`src/rtl/uartcon_tx_arb.sv`:
```
// uartcon_tx_arb: packet-level round-robin arbiter sharing the UART Tx FIFO write port
// between two byte-stream requesters, with a mid-packet stall timeout.
module uartcon_tx_arb #(
    parameter int TIMEOUT = 4096,
    parameter int TO_W    = 16
) (
    input  logic       CLK,
    input  logic       RST_N,
    input  logic       REQ0_VALID,
    input  logic [7:0] REQ0_DATA,
    input  logic       REQ0_LAST,
    output logic       REQ0_READY,
    input  logic       REQ1_VALID,
    input  logic [7:0] REQ1_DATA,
    input  logic       REQ1_LAST,
    output logic       REQ1_READY,
    output logic       WRITE,
    output logic [7:0] WDATA,
    input  logic       FULL,
    input  logic       AFULL,
    output logic [1:0] GRANT,
    output logic       ABORT
);
    typedef enum logic [1:0] {IDLE, BUSY0, BUSY1} state_t;

    localparam logic [TO_W-1:0] TO_LIM = TO_W'(TIMEOUT);

    state_t          state_q, state_d;
    logic            last_gnt_q, last_gnt_d;
    logic [TO_W-1:0] cnt_q, cnt_d, cnt_inc;
    logic            write_q, write_d;
    logic [7:0]      wdata_q, wdata_d;
    logic            abort_q, abort_d;
    logic            room, sel, sel_valid, sel_last, accept;
    logic [7:0]      sel_data;

    // A pending registered write may take the last free slot, so AFULL blocks only then.
    assign room       = !FULL && !(AFULL && write_q);
    assign sel        = (state_q == BUSY1);
    assign sel_valid  = sel ? REQ1_VALID : REQ0_VALID;
    assign sel_last   = sel ? REQ1_LAST : REQ0_LAST;
    assign sel_data   = sel ? REQ1_DATA : REQ0_DATA;
    assign REQ0_READY = (state_q == BUSY0) && room;
    assign REQ1_READY = (state_q == BUSY1) && room;
    assign accept     = (state_q != IDLE) && sel_valid && room;
    assign cnt_inc    = (cnt_q == '1) ? cnt_q : cnt_q + TO_W'(1);

    assign GRANT = {state_q == BUSY1, state_q == BUSY0};
    assign WRITE = write_q;
    assign WDATA = wdata_q;
    assign ABORT = abort_q;

    always_comb begin
        state_d    = state_q;
        last_gnt_d = last_gnt_q;
        cnt_d      = cnt_q;
        abort_d    = 1'b0;
        write_d    = accept;
        wdata_d    = accept ? sel_data : wdata_q;
        if (state_q == IDLE) begin
            cnt_d = '0;
            if (REQ0_VALID && (!REQ1_VALID || last_gnt_q))
                state_d = BUSY0;
            else if (REQ1_VALID)
                state_d = BUSY1;
        end else if (accept) begin
            cnt_d = '0;
            if (sel_last) begin
                state_d    = IDLE;
                last_gnt_d = sel;
            end
        end else if (!sel_valid) begin
            cnt_d = cnt_inc;
            if (TIMEOUT != 0 && cnt_inc >= TO_LIM) begin
                abort_d    = 1'b1;
                state_d    = IDLE;
                last_gnt_d = sel;
            end
        end
    end

    always_ff @(posedge CLK or negedge RST_N) begin
        if (!RST_N) begin
            state_q    <= IDLE;
            last_gnt_q <= 1'b1;
            cnt_q      <= '0;
            write_q    <= 1'b0;
            wdata_q    <= 8'h00;
            abort_q    <= 1'b0;
        end else begin
            state_q    <= state_d;
            last_gnt_q <= last_gnt_d;
            cnt_q      <= cnt_d;
            write_q    <= write_d;
            wdata_q    <= wdata_d;
            abort_q    <= abort_d;
        end
    end
endmodule

```
`config.mk`:
```
export PLATFORM = sky130hd
export DESIGN_NAME = uartcon_tx_arb
export DESIGN_NICKNAME = d
export VERILOG_FILES = /design/src/rtl/uartcon_tx_arb.sv
export SDC_FILE = /design/constraint.sdc
export NUM_CORES = 1
export LEC_CHECK = 0
export CAP_MARGIN = 10
export CORE_ASPECT_RATIO = 1.75
export CORE_UTILIZATION = 46
export DETAILED_ROUTE_END_ITERATION = 10
export PLACE_DENSITY = 0.75
export SKIP_LAST_GASP = 1
export SYNTH_ARGS = -nofsm -noshare
export SYNTH_HDL_FRONTEND = slang
export SYNTH_SLANG_ARGS = --single-unit
```
`constraint.sdc`:
```
create_clock -name CLK -period 2.8 [get_ports CLK]
set_clock_uncertainty 0.05 [all_clocks]
set_input_delay 0.84 -clock CLK [delete_from_list [all_inputs] [get_ports CLK]]
set_output_delay 0.84 -clock CLK [all_outputs]
set_load 0.01 [all_outputs]
```
---- Word level (Yosys, flattened, before mapping) ----
Cells that the tools add are included.
word-level totals
  register bits after elaboration ......... 29
  input port bits ......................... 24
  output and inout port bits .............. 14
  logic and storage cells ................. 56
operators by class
  add/subtract/negate cells ............... 1
  magnitude comparators ................... 1
  equal/unequal tests ..................... 8
  multiplexer cells ....................... 22
  bitwise operators ....................... 1
  reduce and logical (&&, ||, !) cells .... 17
operators with widths
  operator                                                             count
  2-to-1 mux 16 bit                                                    4
  adder 16 x 1 -> 16 bit, second input constant                        1
  == test 16 bit, second input constant                                1
  greater-or-equal comparator 16 x 13 -> 1 bit, second input constant  1
  2-to-1 mux 2 bit                                                     7
  2-to-1 mux 1 bit                                                     10
  2-to-1 mux 8 bit                                                     1
  AND reduction 4 bit                                                  2
  logical AND 1 bit                                                    7
  inequality test 3 x 2 -> 1 bit, second input constant                2
  nonzero test 2 bit                                                   2
  zero test 1 bit                                                      3
  inequality test 3 x 1 -> 1 bit, second input constant                1
  nonzero test 3 bit                                                   1
  == test 2 x 1 -> 1 bit, second input constant                        1
  == test 2 bit, second input constant                                 1
  zero test 2 bit                                                      1
  inequality test 2 x 1 -> 1 bit, second input constant                1
  inequality test 2 bit, second input constant                         1
  logical OR 1 bit                                                     1
  inverter 1 bit                                                       1

---- Logic depth before layout (Yosys ltp) ----
Gate-level depths: netlist of run 1.
  depth in word-level cells ............... 7
  gate-level depth with buffers ........... 8
  mapped depth without buffers ............ 6

---- Worst setup path before layout of run 1 ----
No wires, ideal clock.
  path type ............................... in2out
  start ................................... input AFULL
  end ..................................... output REQ0_READY
  arrival ................................. 1283 ps
  required time ........................... 1910 ps
  setup slack ............................. 627 ps
  cell stages on the path ................. 2
  buffers on the path ..................... 0
  cell sequence ........................... a21o_1 nor3_1
on the way
  longest elaborated chain between the ends .. 4
ends and longest elaborated chain
  what               RTL line  RTL
  from (decl)        20        input logic AFULL,
  logical AND 1 bit  38        assign room = !FULL && !(AFULL && write_q);
  zero test 1 bit    38
  logical AND 1 bit  38
  logical AND 1 bit  43        assign REQ0_READY = (state_q == BUSY0) && room;
  to (decl)          12        output logic REQ0_READY,
No other way between the ends.

---- Final worst setup path of run 1 ----
  start ................................... input AFULL
  end ..................................... output REQ1_READY
on the way
  longest elaborated chain between the ends .. 4
ends and longest elaborated chain
  what               RTL line  RTL
  logical AND 1 bit  38
  zero test 1 bit    38
  logical AND 1 bit  38
  logical AND 1 bit  44        assign REQ1_READY = (state_q == BUSY1) && room;
  to (decl)          16        output logic REQ1_READY,
No other way between the ends.

==> results.sh, run 1 <==
export IMPL_pwr_share_seq=0.364
export IMPL_r2r_end="cnt_q[3]$_DFFE_PN0N_"
export IMPL_power_frac_clock=0.213
export IMPL_final_core_util=0.626
export IMPL_fillCellCount=302
export IMPL_r2r_slack_ns=0.41
export IMPL_portBuffers=37
export IMPL_start_kind="input port"
export IMPL_via_per_inst=5.92
export IMPL_vdd_drop_max_mv=0.540
export IMPL_final_cell_mix="clkdlybuf4s50_1, dfrtp_1, nand2_1"
export IMPL_cts_htree_levels=2
export IMPL_syn2layout_area_growth_pct=31.4
export IMPL_clkLatencyLatePin_ns=0.28
export IMPL_synth_area_sq_um=1600
export IMPL_firstDrtPassIters=4
export IMPL_setup_viol=0
export IMPL_critPathMaxFanout=3
export IMPL_worstMarginPinSlew_ns=0.938
export IMPL_p_sw_frac=0.361
export IMPL_r2r_start="cnt_q[0]$_DFFE_PN0N_"
export IMPL_hold_viol_final=0
export IMPL_drive_gt1_frac=0.0804
export IMPL_cpPeakStageDelay_ns=0.44
export IMPL_cpLargestDelayFamily="buffers and inverters"
export IMPL_placed_cell_area_sq_um=2020
export IMPL_synth_edf_count=0
export IMPL_critical_path_buf_inv_count=2
export IMPL_comb_power_share=0.423
export IMPL_vias=1592
export IMPL_rows=28
export IMPL_post_synth_cell_area_avg_sq_um=8.76
export IMPL_cp_slowest_cell="clkdlybuf4s50_1"
export IMPL_cts_clk_slew_worst_paths_ns=0.06
export IMPL_grt_pass1_wl_microns=6600
export IMPL_powerDensity_nw_per_um2=787
export IMPL_clock_path_buffers=2
export IMPL_grt_max_degree=30
export IMPL_track_usage=0.242
export IMPL_cts_tree="built"
export IMPL_crit_chain="clkdlybuf4s50_1 -> a21o_1 -> nor2_1 -> dlygate4sd2_1"
export IMPL_diodes=0
export IMPL_routed_wl_microns=3950
export IMPL_yosysSeqAreaShare=0.454
export IMPL_drt_iter0_markers=39
export IMPL_drtAntennaViolNets=0
export IMPL_die_y_microns=80.1
export IMPL_die_w_microns=46.6
export IMPL_syn_inst=183
export IMPL_place_gp_congestion=0.801
export IMPL_fin_crit_sh=0.978
export IMPL_core_sq_um=3360
export IMPL_wire_per_inst_microns=14.7
export IMPL_start_util=0.477
export IMPL_clock_sinks=29
export IMPL_io_pins=38
export IMPL_drv_slew=0
export IMPL_p_int_uw=1060
export IMPL_dieArea_sq_um=3730
export IMPL_p_switching_uw=599
export IMPL_ys_warn_count=0
export IMPL_num_nets_final=248
export IMPL_final_common_cell="clkdlybuf4s50_1"
export IMPL_layout_min_cycle_time_ns=2.74
export IMPL_synthArstFlopShare=1.00
export IMPL_crit_type="input port to primary output"
export IMPL_critPathArrivalTime_ns=1.85
export IMPL_drc_errors=0
export IMPL_ys_ff_latch=29
export IMPL_hold_buffers=0
export IMPL_clock_root_buffer="clkbuf_8"
export IMPL_worstHoldStart="cnt_q[10]$_DFFE_PN0N_"
export IMPL_whs_path_depth=1
export IMPL_dp_hpwl_microns=2930
export IMPL_grt_pass1_vias=1565
export IMPL_maxCapViolCount=0
export IMPL_reg2regPathDepth=6
export IMPL_slew_headroom=0.372
export IMPL_fmax_mhz=365
export IMPL_p_leak_uw=0.000877
export IMPL_grt_setup_unrepaired="no"
export IMPL_ys_types=47
export IMPL_synth_main_ff_cell="dfrtp_1"
export IMPL_status="finished, final reports clean"
export IMPL_antenna_found_initial=0
export IMPL_cts_buffers=5
export IMPL_min_to="cnt_q[10]$_DFFE_PN0N_"
export IMPL_crit_required_ns=1.91
export IMPL_finalInstanceArea_sq_um=2110
export IMPL_cp_end_kind="primary output"
export IMPL_hp_class="flip-flop to flip-flop"
export IMPL_overflow=0
export IMPL_syn_num_nets=208
export IMPL_finalSetupTns_ns=0
repair_timing:
action | 4_1_cts | 5_1_grt
pin swaps | 0 | 0
setup buffers | 0 | 0
cloned | 0 | 0
gates resized for setup | 2 | 3
setup endpoints to repair | 2 | 1
stage by stage:
stage / setup slack, ns / power [uW] / hold slack [ns] / cells
floorplan: 0.627 / 1010 / 0.389 / 183
global placement: -0.232 / 1300 / 0.413 / 261
detailed placement: -0.292 / 1320 / 0.428 / 261
CTS: -0.0256 / 1670 / 0.440 / 269
global route: 0.00564 / 1770 / 0.461 / 269
finish: 0.0609 / 1660 / 0.436 / 269
synthesized netlist by cell type (3+ instances only):
cell type	number	area share
buf_2	3	0.0094
nand2_1	21	0.049
o21ai_0	6	0.019
nor3_1	3	0.0094
dfrtp_1	28	0.44
nand4_1	6	0.023
nand3_1	4	0.012
o41ai_1	3	0.016
o31ai_1	3	0.014
o21ai_1	11	0.034
a31oi_1	16	0.062
a21oi_1	13	0.041
clkbuf_1	5	0.012
inv_1	8	0.019
nor2_1	16	0.037
how the worst max path moves through the flow:
stage                from          to  cells after the start
finish              AFULL  REQ1_READY                      4
global route        AFULL  REQ1_READY                      4
CTS                 AFULL  REQ0_READY                      4
detailed placement  AFULL  REQ0_READY                      4
global placement    AFULL  REQ0_READY                      4
floorplan           AFULL  REQ0_READY                      2
kinds of logic after synthesis:
| family | synth area share |
|---|---|
| simple gates | 0.201 |
| compound gates | 0.278 |
| flops | 0.454 |
| fa+ha+maj | 0.00781 |
| buf+inv | 0.0539 |
| mux | 0.00625 |
metal layers:
| metal | vias up | wire [microns] | GRT usage |
|---|---|---|---|
| li1 | 771 | - | - |
| met1 | 754 | 1500 | 0.251 |
| met2 | 61 | 2130 | 0.421 |
| met3 | 6 | 253 | 0.0787 |
| met4 | 0 | 72 | 0.100 |
| met5 | - | 0 | 0 |
worst register-to-register path, cell delays in order (launching register included):
cell and delay [ns]:
dfrtp_1 0.43, ha_1 0.27, nand4_1 0.19, or4b_1 0.85, a41oi_1 0.33, o21ai_1 0.08, o41ai_1 0.10
cell type report:
type | count | area, sq um | share of cell area
timing repair buffer | 43 | 409 | 0.194
clock buffer | 8 | 90.1 | 0.0428
multi-input combinational | 135 | 790 | 0.375
inverter | 9 | 33.8 | 0.0160
sequential | 29 | 727 | 0.345
tap | 45 | 56.3 | 0.0267
state kept, by name, indices dropped and copies added, names as in the netlist:
register,cells
ABORT,1
cnt_q,16
state_q,2
last_gnt_q,1
WRITE,1
WDATA,8
power by group through the flow:
| stage | clock [uW] | combinational [uW] | sequential, uW |
|---|---|---|---|
| floorplan | 0 | 388 | 620 |
| global placement | 0 | 694 | 604 |
| detailed placement | 0 | 707 | 609 |
| CTS | 358 | 706 | 603 |
| global route | 377 | 776 | 618 |
| finish | 353 | 700 | 603 |
Power figures use the tool's default switching activity.
==> run 2: changes to the inputs <==
--- a/config.mk
+++ b/config.mk
@@ -7,9 +7,10 @@
 export LEC_CHECK = 0
 export CAP_MARGIN = 10
 export CORE_ASPECT_RATIO = 1.75
-export CORE_UTILIZATION = 46
+export CORE_UTILIZATION = 49
 export DETAILED_ROUTE_END_ITERATION = 10
-export PLACE_DENSITY = 0.75
+export MAX_ROUTING_LAYER = met4
+export PLACE_DENSITY = 0.79
 export SKIP_LAST_GASP = 1
 export SYNTH_ARGS = -nofsm -noshare
 export SYNTH_HDL_FRONTEND = slang
==> results.sh, run 2 (same netlist as run 1, synthesis figures left out) <==
export IMPL_reg2regPathDepth=6
export IMPL_final_common_cell="clkdlybuf4s50_1"
export IMPL_routed_wl_microns=4060
export IMPL_track_usage=0.271
export IMPL_hold_viol_final=0
export IMPL_cts_tree="built"
export IMPL_maxCapViolCount=0
export IMPL_place_gp_congestion=0.853
export IMPL_clock_path_buffers=2
export IMPL_powerDensity_nw_per_um2=787
export IMPL_cts_htree_levels=2
export IMPL_drive_gt1_frac=0.0756
export IMPL_grt_pass1_wl_microns=6950
export IMPL_placed_cell_area_sq_um=2030
export IMPL_critPathArrivalTime_ns=1.88
export IMPL_cts_clk_slew_worst_paths_ns=0.06
export IMPL_via_per_inst=6.00
export IMPL_syn2layout_area_growth_pct=31.3
export IMPL_finalInstanceArea_sq_um=2100
export IMPL_crit_type="input port to primary output"
export IMPL_grt_pass1_vias=1678
export IMPL_fin_crit_sh=0.990
export IMPL_portBuffers=37
export IMPL_firstDrtPassIters=4
export IMPL_hold_buffers=0
export IMPL_worstMarginPinSlew_ns=0.952
export IMPL_clock_sinks=29
export IMPL_dieArea_sq_um=3510
export IMPL_startpoint="AFULL"
export IMPL_slew_headroom=0.363
export IMPL_clkLatencyLatePin_ns=0.29
export IMPL_die_y_microns=77.7
export IMPL_start_util=0.510
export IMPL_hp_class="flip-flop to flip-flop"
export IMPL_r2r_slack_ns=0.41
export IMPL_largest_reg_flops=16
export IMPL_cp_end_kind="primary output"
export IMPL_core_sq_um=3140
export IMPL_drv_slew=0
export IMPL_start_kind="input port"
export IMPL_die_w_microns=45.2
export IMPL_rows=27
export IMPL_fmax_mhz=361
export IMPL_diodes=0
export IMPL_setup_viol=0
export IMPL_drc_errors=0
export IMPL_cts_setup_buffers=0
export IMPL_final_cell_mix="clkdlybuf4s50_1, dfrtp_1, nand2_1"
export IMPL_grt_max_degree=30
export IMPL_grt_setup_unrepaired="no"
export IMPL_clock_root_buffer="clkbuf_8"
export IMPL_critPathMaxFanout=3
export IMPL_layout_min_cycle_time_ns=2.77
export IMPL_drt_iter0_markers=40
export IMPL_vdd_drop_max_mv=0.681
export IMPL_drtAntennaViolNets=0
export IMPL_vias=1609
export IMPL_antenna_found_initial=0
export IMPL_p_leak_uw=0.000879
export IMPL_r2r_start="cnt_q[0]$_DFFE_PN0N_"
export IMPL_io_pins=38
export IMPL_num_nets_final=249
export IMPL_crit_required_ns=1.91
export IMPL_largest_register="cnt_q"
export IMPL_cts_buffers=5
export IMPL_whs_path_depth=1
export IMPL_overflow=0
export IMPL_status="finished, final reports clean"
export IMPL_placedCellCount=260
export IMPL_worstHoldStart="cnt_q[11]$_DFFE_PN0N_"
export IMPL_wire_per_inst_microns=15.1
export IMPL_dp_hpwl_microns=3020
export IMPL_cts_resized=2
export IMPL_fin_cells=268
run 2: cell types whose count changed in the layout (fill, tap and decap cells not counted), sizes merged:
cell	previous run	this run
dlygate4sd2	1	2
clkbuf	9	8
buf	6	7
run 2: worst max-delay path, cell delays in order:
cell and delay [ns]:
clkdlybuf4s50_1 0.42, a21o_1 0.22, nor3_1 0.12, dlygate4sd2_1 0.28
run 2: where the power goes:
part           internal, uW  total [uW]  switching (uW)
clock network           176         334             158
registers               522         607            84.5
logic                   338         715             377
total                  1040        1660             619
run 2: metal layers:
metal / share of wire / vias up / GRT usage
li1: - / 767 / -
met1: 0.37 / 777 / 0.266
met2: 0.56 / 57 / 0.477
met3: 0.053 / 8 / 0.0651
met4: 0.019 / 0 / 0.118
met5: 0 / - / -
run 2: area by class of cell:
cell class                      instances  area, sq um
Tap cell                               43         53.8
Fill cell                             267         1040
Inverter                                9         33.8
Sequential cell                        29          727
Clock buffer                            8         80.1
Multi-Input combinational cell        135          790
Timing Repair Buffer                   44          420
run 2: stage by stage:
| step | TNS [ns] | total power [uW] | hold WS, ns | utilization | setup slack [ns] |
|---|---|---|---|---|---|
| detailed placement | -0.482 | 1330 | 0.438 | 0.645 | -0.244 |
| global placement | -0.405 | 1300 | 0.419 | 0.645 | -0.235 |
| global route | 0 | 1760 | 0.454 | 0.670 | 0.0000377 |
| CTS | 0 | 1660 | 0.446 | 0.670 | 0.0241 |
| floorplan | 0 | 1010 | 0.389 | - | 0.627 |
| finish | 0 | 1660 | 0.442 | 0.670 | 0.0282 |
run 2: final timing paths:
kind / to
max: REQ0_READY
min: cnt_q[11]$_DFFE_PN0N_
max reg2reg: cnt_q[4]$_DFFE_PN0N_
min reg2reg: cnt_q[11]$_DFFE_PN0N_
max in group asynchronous: last_gnt_q$_DFFE_PN1P_
min in group asynchronous: cnt_q[5]$_DFFE_PN0N_
==> run 3: changes to the inputs <==
--- a/config.mk
+++ b/config.mk
@@ -7,10 +7,9 @@
 export LEC_CHECK = 0
 export CAP_MARGIN = 10
 export CORE_ASPECT_RATIO = 1.75
-export CORE_UTILIZATION = 49
+export CORE_UTILIZATION = 37
 export DETAILED_ROUTE_END_ITERATION = 10
 export MAX_ROUTING_LAYER = met4
-export PLACE_DENSITY = 0.79
 export SKIP_LAST_GASP = 1
 export SYNTH_ARGS = -nofsm -noshare
 export SYNTH_HDL_FRONTEND = slang
==> results.sh, run 3 (same netlist as run 1, synthesis figures left out) <==
export IMPL_cts_htree_levels=2
export IMPL_r2r_slack_ns=0.34
export IMPL_vdd_drop_max_mv=0.563
export IMPL_maxCapViolCount=0
export IMPL_largest_reg_flops=16
export IMPL_crit_chain="clkdlybuf4s50_1 -> a21o_1 -> nor2_1 -> dlygate4sd2_1"
export IMPL_rows=31
export IMPL_status="finished, final reports clean"
export IMPL_powerDensity_nw_per_um2=793
export IMPL_fin_ws_ns=0.0697
export IMPL_crit_type="input port to primary output"
export IMPL_drt_iter0_markers=44
export IMPL_drv_slew=0
export IMPL_power_total_uw=1670
export IMPL_setup_viol=0
export IMPL_cts_setup_buffers=0
export IMPL_largest_register="cnt_q"
export IMPL_drive_gt1_frac=0.0804
export IMPL_worstHoldStart="cnt_q[11]$_DFFE_PN0N_"
export IMPL_critPathMaxFanout=3
export IMPL_fmax_mhz=366
export IMPL_dieArea_sq_um=4610
export IMPL_via_per_inst=5.82
export IMPL_cts_clk_slew_worst_paths_ns=0.06
export IMPL_antenna_found_initial=0
export IMPL_slew_headroom=0.352
export IMPL_hp_class="flip-flop to flip-flop"
export IMPL_portBuffers=37
export IMPL_cts_buffers=5
export IMPL_clock_path_buffers=2
export IMPL_wire_per_inst_microns=15.6
export IMPL_core_sq_um=4150
export IMPL_grt_pass1_wl_microns=7310
export IMPL_routed_wl_microns=4270
export IMPL_dp_slack_ns=-0.247
export IMPL_r2r_start="cnt_q[0]$_DFFE_PN0N_"
export IMPL_whs_ns=0.423
export IMPL_io_pins=38
export IMPL_cp_slowest_cell="clkdlybuf4s50_1"
export IMPL_hold_buffers=0
export IMPL_grt_max_degree=30
export IMPL_cpLargestDelayFamily="buffers and inverters"
export IMPL_worstMarginPinSlew_ns=0.969
export IMPL_num_nets_final=248
export IMPL_drc_errors=0
export IMPL_firstDrtPassIters=4
export IMPL_final_cell_mix="clkdlybuf4s50_1, dfrtp_1, nand2_1"
export IMPL_fin_crit_sh=0.975
export IMPL_start_util=0.386
export IMPL_die_w_microns=51.8
export IMPL_finalInstanceArea_sq_um=2110
export IMPL_cpPeakStageDelay_ns=0.43
export IMPL_drtAntennaViolNets=0
export IMPL_grt_setup_unrepaired="no"
export IMPL_diodes=0
export IMPL_place_gp_congestion=0.792
export IMPL_die_y_microns=89.1
export IMPL_critPathArrivalTime_ns=1.84
export IMPL_placed_cell_area_sq_um=2030
export IMPL_reg2regPathDepth=6
export IMPL_dp_hpwl_microns=3140
export IMPL_clock_root_buffer="clkbuf_8"
export IMPL_critical_path_buf_inv_count=2
export IMPL_crit_required_ns=1.91
export IMPL_start_kind="input port"
export IMPL_track_usage=0.219
export IMPL_hold_viol_final=0
export IMPL_p_leak_uw=0.000877
export IMPL_r2r_end="cnt_q[4]$_DFFE_PN0N_"
export IMPL_grt_pass1_vias=1598
export IMPL_finalSetupTns_ns=0
export IMPL_overflow=0
export IMPL_whs_path_depth=1
export IMPL_layout_min_cycle_time_ns=2.73
export IMPL_min_to="cnt_q[11]$_DFFE_PN0N_"
export IMPL_fillCellCount=425
export IMPL_cts_tree="built"
export IMPL_clock_sinks=29
export IMPL_clkLatencyLatePin_ns=0.28
export IMPL_cts_resized=2
export IMPL_vias=1589
export IMPL_syn2layout_area_growth_pct=31.7
export IMPL_cp_end_kind="primary output"
export IMPL_final_common_cell="clkdlybuf4s50_1"
-- run 3: worst register-to-register path, cell delays in order, from the launching register on --
cell     delay, ns
dfrtp_1       0.43
ha_1          0.27
nand4_1       0.19
or4b_1        0.87
a41oi_1       0.34
o21ai_0       0.10
o31ai_1       0.10
-- run 3: stage by stage --
step	utilization	cells
global route	0.509	273
floorplan	-	183
finish	0.509	273
CTS	0.509	273
detailed placement	0.488	265
global placement	0.488	265
-- run 3: metal layers --
layer  GRT usage  routed length (microns)  up-vias
met3      0.0510                      211        6
met4      0.0737                       55        0
met5           -                        0        -
met1       0.228                     1630      768
met2       0.396                     2370       52
li1            -                        -      763
-- run 3: power breakdown --
part           internal [uW]  total [uW]  switching (uW)
registers                522         603            80.7
logic                    336         713             378
clock network            200         357             157
total                   1060        1670             616
-- run 3: worst max-delay path by stage --
| stage | depth (start not counted) | to | startpoint |
|---|---|---|---|
| 2_1_floorplan | 2 | REQ0_READY | AFULL |
| 6_report | 4 | REQ1_READY | AFULL |
| 5_1_grt | 4 | REQ0_READY | AFULL |
| 3_3_place_gp | 4 | REQ0_READY | AFULL |
| 4_1_cts | 4 | REQ0_READY | AFULL |
| 3_5_place_dp | 4 | REQ0_READY | AFULL |
-- run 3: final cells by class --
type,instances,area (sq um),area share
Clock buffer,8,90.1,0.0427
Multi-Input combinational cell,135,790,0.374
Sequential cell,29,727,0.344
Inverter,9,33.8,0.0160
Tap cell,49,61.3,0.0290
Timing Repair Buffer,43,409,0.194
